## config.mk

```make
export PLATFORM = sky130hd
export DESIGN_NAME = pe_dot_sequencer
export DESIGN_NICKNAME = d
export VERILOG_FILES = /design/src/rtl/pe_dot_sequencer.sv
export SDC_FILE = /design/constraint.sdc
export NUM_CORES = 1
export LEC_CHECK = 0
export CORE_MARGIN = 2
export CORE_UTILIZATION = 37
export DETAILED_ROUTE_END_ITERATION = 12
export PLACE_DENSITY = 0.88
export SYNTH_ARGS = -nofsm -noshare
export SYNTH_HDL_FRONTEND = slang
export SYNTH_SLANG_ARGS = --single-unit
```

## constraint.sdc

```tcl
create_clock -name clk -period 1.65 [get_ports clk]
set_clock_uncertainty 0.1 [all_clocks]
set_input_delay 0.33 -clock clk [delete_from_list [all_inputs] [get_ports clk]]
set_output_delay 0.33 -clock clk [all_outputs]
set_load 0.02 [all_outputs]
```

## src/rtl/pe_dot_sequencer.sv

```systemverilog
`default_nettype none
// ============================================================================
//  Module      : pe_dot_sequencer
//  Description : Feeds a stream of operand pairs to an external MAC PE,
//                waits out the PE result pipeline and presents the
//                dot-product on a valid/ready output port.
//  Revision    : 1.0  initial release
// ============================================================================
module pe_dot_sequencer #(
  parameter int INPUT_WIDTH  = 8,
  parameter int OUTPUT_WIDTH = 32,
  parameter int LEN_WIDTH    = 8
) (
  input  logic                    clk,
  input  logic                    rst,
  input  logic                    start,
  input  logic [LEN_WIDTH-1:0]    vec_len,
  output logic                    busy,
  input  logic                    in_valid,
  output logic                    in_ready,
  input  logic [INPUT_WIDTH-1:0]  a_in,
  input  logic [INPUT_WIDTH-1:0]  b_in,
  output logic                    pe_clr,
  output logic                    pe_en,
  output logic [INPUT_WIDTH-1:0]  pe_a,
  output logic [INPUT_WIDTH-1:0]  pe_b,
  input  logic [OUTPUT_WIDTH-1:0] pe_result,
  output logic                    out_valid,
  input  logic                    out_ready,
  output logic [OUTPUT_WIDTH-1:0] out_data
);

  typedef enum logic [2:0] {
    S_IDLE  = 3'd0,
    S_CLEAR = 3'd1,
    S_RUN   = 3'd2,
    S_DRAIN = 3'd3,
    S_DONE  = 3'd4
  } state_t;

  state_t                  state_q, state_d;
  logic [LEN_WIDTH-1:0]    cnt_q, cnt_d;
  logic [LEN_WIDTH-1:0]    len_q, len_d;
  logic                    drain_q, drain_d;
  logic [OUTPUT_WIDTH-1:0] out_data_q, out_data_d;
  logic [LEN_WIDTH-1:0]    cnt_inc;
  logic                    xfer;

  // Handshake and PE drive are decoded straight from state so they are all
  // zero while reset holds the FSM in IDLE.
  assign busy      = (state_q != S_IDLE);
  assign in_ready  = (state_q == S_RUN);
  assign xfer      = in_ready && in_valid;
  assign pe_clr    = (state_q == S_CLEAR);
  assign pe_en     = xfer;
  assign pe_a      = xfer ? a_in : '0;
  assign pe_b      = xfer ? b_in : '0;
  assign out_valid = (state_q == S_DONE);
  assign out_data  = out_data_q;
  assign cnt_inc   = cnt_q + LEN_WIDTH'(1);

  // State and datapath registers, asynchronously reset.
  always_ff @(posedge clk or posedge rst) begin
    if (rst) begin
      state_q    <= S_IDLE;
      cnt_q      <= '0;
      len_q      <= '0;
      drain_q    <= 1'b0;
      out_data_q <= '0;
    end else begin
      state_q    <= state_d;
      cnt_q      <= cnt_d;
      len_q      <= len_d;
      drain_q    <= drain_d;
      out_data_q <= out_data_d;
    end
  end

  // Next-state logic; every register holds unless a state says otherwise.
  always_comb begin
    state_d    = state_q;
    cnt_d      = cnt_q;
    len_d      = len_q;
    drain_d    = drain_q;
    out_data_d = out_data_q;
    case (state_q)
      S_IDLE: begin
        if (start) begin
          if (vec_len != '0) begin
            len_d   = vec_len;
            state_d = S_CLEAR;
          end else begin
            // Empty vector: nothing to accumulate, answer is zero.
            out_data_d = '0;
            state_d    = S_DONE;
          end
        end
      end
      S_CLEAR: begin
        cnt_d   = '0;
        state_d = S_RUN;
      end
      S_RUN: begin
        if (xfer) begin
          cnt_d = cnt_inc;
          if (cnt_inc == len_q) begin
            drain_d = 1'b0;
            state_d = S_DRAIN;
          end
        end
      end
      S_DRAIN: begin
        // Two cycles cover the PE's two-cycle accumulate-to-result latency.
        if (!drain_q) begin
          drain_d = 1'b1;
        end else begin
          drain_d    = 1'b0;
          out_data_d = pe_result;
          state_d    = S_DONE;
        end
      end
      S_DONE: begin
        if (out_ready) state_d = S_IDLE;
      end
      default: state_d = S_IDLE;
    endcase
  end

endmodule
`default_nettype wire

```

==> out/qor.csv <==
metric,value,unit
run status,"complete, but fails checks",
failing checks,setup timing,
# Max-Cap Violations,0,
die footprint,0.00711,mm2
grt ovf,0,
final-report setup violation count,69,
port buffer count,113,
syn avg cell area,12.2,um2
Clock Latency Late Sink,0.30,ns
Root Buffer,clkbuf_8,
Synth cell types,35,
worst hold path class,input port to async pin,
antenna cells,0,
final cycle utilization of the critical path,116,%
Row Count,29,
Leak,2.11,nW
Crit path largest cell delay,0.40,ns
min Tclk post-route,1.92,ns
"FF+latch count, synth",52,
TritonCTS clock tree,done,
Via density,5.24,
global-route wire length before repair,11.3,mm
Worst Tran Pin Value,0.356,ns
DRT Wirelength,8.00,mm
layout cells sized above 1,38.6,%
wire per inst,18.3,um
Final Instance Area,0.00441,mm2
unrepaired setup endpoints after global routing,true,
die height,84.3,um
Final Worst Setup Slack,-0.266,ns
routed vias,2291,
Pre-antenna DRT Iters,4,
PwrDens,1670,mW/mm2
Core Area,0.00628,mm2
max_slew headroom,76.3,%
Peak Freq,522,MHz
final slew viol count,0,
"Slowest-stage cell, CP",dfrtp_1,
family with the most delay on the worst path,simple AND/OR/NAND/NOR gates,
Total GRT Usage,20.2,%
CP cell instances,nand4bb_4 -> clkinvlp_4 -> buf_4 -> and2_4 -> buf_6,
Fin. Hold Viols,0,
Clock Pin Slew Worst Setup and Hold Paths,0.10,ns
Post-DRT Antenna Nets,0,
crit path capture type,primary output,
Peak VDD IR,1120,uV
CP required,1.22,ns
initial core utilization,38.0,%
CP arrival,1.49,ns
Final nets,421,
Detailed Route Iter0 Violations,90,
syn nets,257,
Num CTS Buffers,5,
clock buffer depth,2,
register area share after synthesis,54.5,%
hold_buf cts,0,
Worst Setup Path Type,flip-flop to primary output,
clock tree sinks,52,
Synth warnings,0,
Placement Cell Area,0.00379,mm2
num ports,114,
width of the die,84.3,um
initial antenna violation count,0,
Buffers & Inverters on Critical Path,3,
CP startpoint kind,flip-flop,
post-DP HPWL,4.56,mm
largest net degree at the start of global routing,33,
Residual DRC,0,
Final Wtd Congestion,0.826,
critical path peak fanout,5,
CTS H-tree depth,2,
area delta synth->final,84.8,%
Final Power,7.37,mW
Gate Count Post-Synth,195,
cell area after synthesis,0.00239,mm2
vias in the first global route,2287,
## layer usage
metal / vias to the layer above / track usage [%] / part of all wire (%) / wire length, um
met5: - / 0 / 0 / 0
met4: 0 / 7.04 / 1.3 / 108
met3: 11 / 5.41 / 7.6 / 611
met2: 129 / 34.8 / 51 / 4040
met1: 1128 / 24.3 / 40 / 3240
li1: 1023 / - / - / -
## cell usage in the layout, fill, tap and decap left out, drive strengths merged, types with 2 or more instances in the layout
cell type      synthesis  routed
a21oi                  1       2
a22o                  32      32
and2                  17      17
and3                   6       6
buf                    6      71
clkbuf                 4       8
clkdlybuf4s50          0      59
clkinvlp               0       2
dfrtp                 52      52
dlygate4sd2            0      33
inv                    4       3
mux2                   8       8
nand2                 11      11
nand3                  2       2
nor2                   8       8
nor2b                  2       2
nor3                   3       3
nor4                   3       3
o21ai                 11      11
o31ai                  2       2
xnor2                 10      10
xor2                   5       5
## metrics by stage
| step | TNS [ns] | setup WS, ns | util (%) | instances | hold WS, ns |
|---|---|---|---|---|---|
| after global placement | -29.71 | -0.733 | 60.5 | 401 | 0.384 |
| after global routing | -15.47 | -0.337 | 70.3 | 437 | 0.366 |
| after floorplan | -0.398 | -0.0972 | - | 195 | 0.285 |
| after detailed placement | -32.14 | -0.773 | 60.5 | 401 | 0.384 |
| final | -12.04 | -0.266 | 70.3 | 437 | 0.341 |
| after CTS | -12.75 | -0.298 | 67.7 | 428 | 0.346 |
## final cells by class
cell class / count / area, um2
clock buffer: 6 / 82.6
tap: 77 / 96.3
clock inverter: 2 / 38.8
multi-input combinational: 130 / 1220
sequential: 52 / 1300
fill: 440 / 1870
inverter: 4 / 21.3
timing repair inverter: 1 / 7.51
timing repair buffer: 165 / 1640
## cells in the mapped netlist
master,number,share of area (%)
nand3_1,2,0.42
nand4bb_1,1,0.47
and3_1,2,0.52
clkbuf_1,4,0.63
nor2b_1,2,0.52
xnor2_1,10,3.7
o21ai_1,3,0.63
a22o_1,32,12
xor2_1,5,1.8
buf_2,2,0.42
nand2_1,11,1.7
a21oi_4,1,0.68
nor3_2,1,0.42
or3_1,1,0.26
o31ai_1,2,0.63
mux2_1,3,1.4
nor4_4,2,1.8
dfrtp_1,52,55
inv_2,1,0.16
nor3_1,2,0.42
inv_1,3,0.47
and3_4,2,0.94
nor3b_1,1,0.31
nand3b_1,1,0.31
buf_6,4,1.9
mux2_2,5,2.4
nor4_2,1,0.52
and3_2,2,0.63
o21ai_0,8,1.7
nor2_1,8,1.3
ha_1,1,0.52
a21o_1,1,0.31
and2_1,17,4.5
nand4_1,1,0.26
a41oi_4,1,1.2
## registers in the layout, summed over array words and instances (netlist names)
register,cells
out_data,32
state_q,3
drain_q,1
cnt_q,8
len_q,8
## worst reg2reg max path, stage by stage, from the launching register on
cell       delay, ns
dfrtp_1         0.40
nand4bb_4       0.29
buf_4           0.18
buf_6           0.14
nor3_4          0.16
nand4_1         0.14
nor4_2          0.25
nor2_1          0.11
## what timing repair did
item	CTS	global route
cloned	5	4
pin swaps	11	32
gates resized for setup	204	31
endpoints found under the setup margin	103	71
buffers inserted	17	15
## final timing paths
| path | startpoint | end | slack [ns] | cells past startpoint |
|---|---|---|---|---|
| max in group asynchronous | rst | out_data[23] | 0.82 | 3 |
| worst min register to register | out_data[13] | out_data[13] | 0.41 | 1 |
| worst max-delay path | state_q[2] | pe_a[3] | -0.27 | 5 |
| min in group clk | out_data[13] | out_data[13] | 0.41 | 1 |
| worst max register to register | state_q[2] | drain_q | -0.23 | 7 |
| worst min-delay path | rst | cnt_q[7] | 0.34 | 3 |
## power by group
group / internal (mW) / switching [mW]
clock: 0.496 / 0.427
combinational: 2.27 / 2.01
sequential: 1.80 / 0.369
## logic make-up after synthesis
family          synth area share, %
compound gates                 16.8
simple gates                   15.3
fa+ha+maj                     0.524
buf+inv                        3.57
xor+xnor                       5.51
mux                            3.78
flops                          54.5
(Power assumes the default switching activity.)
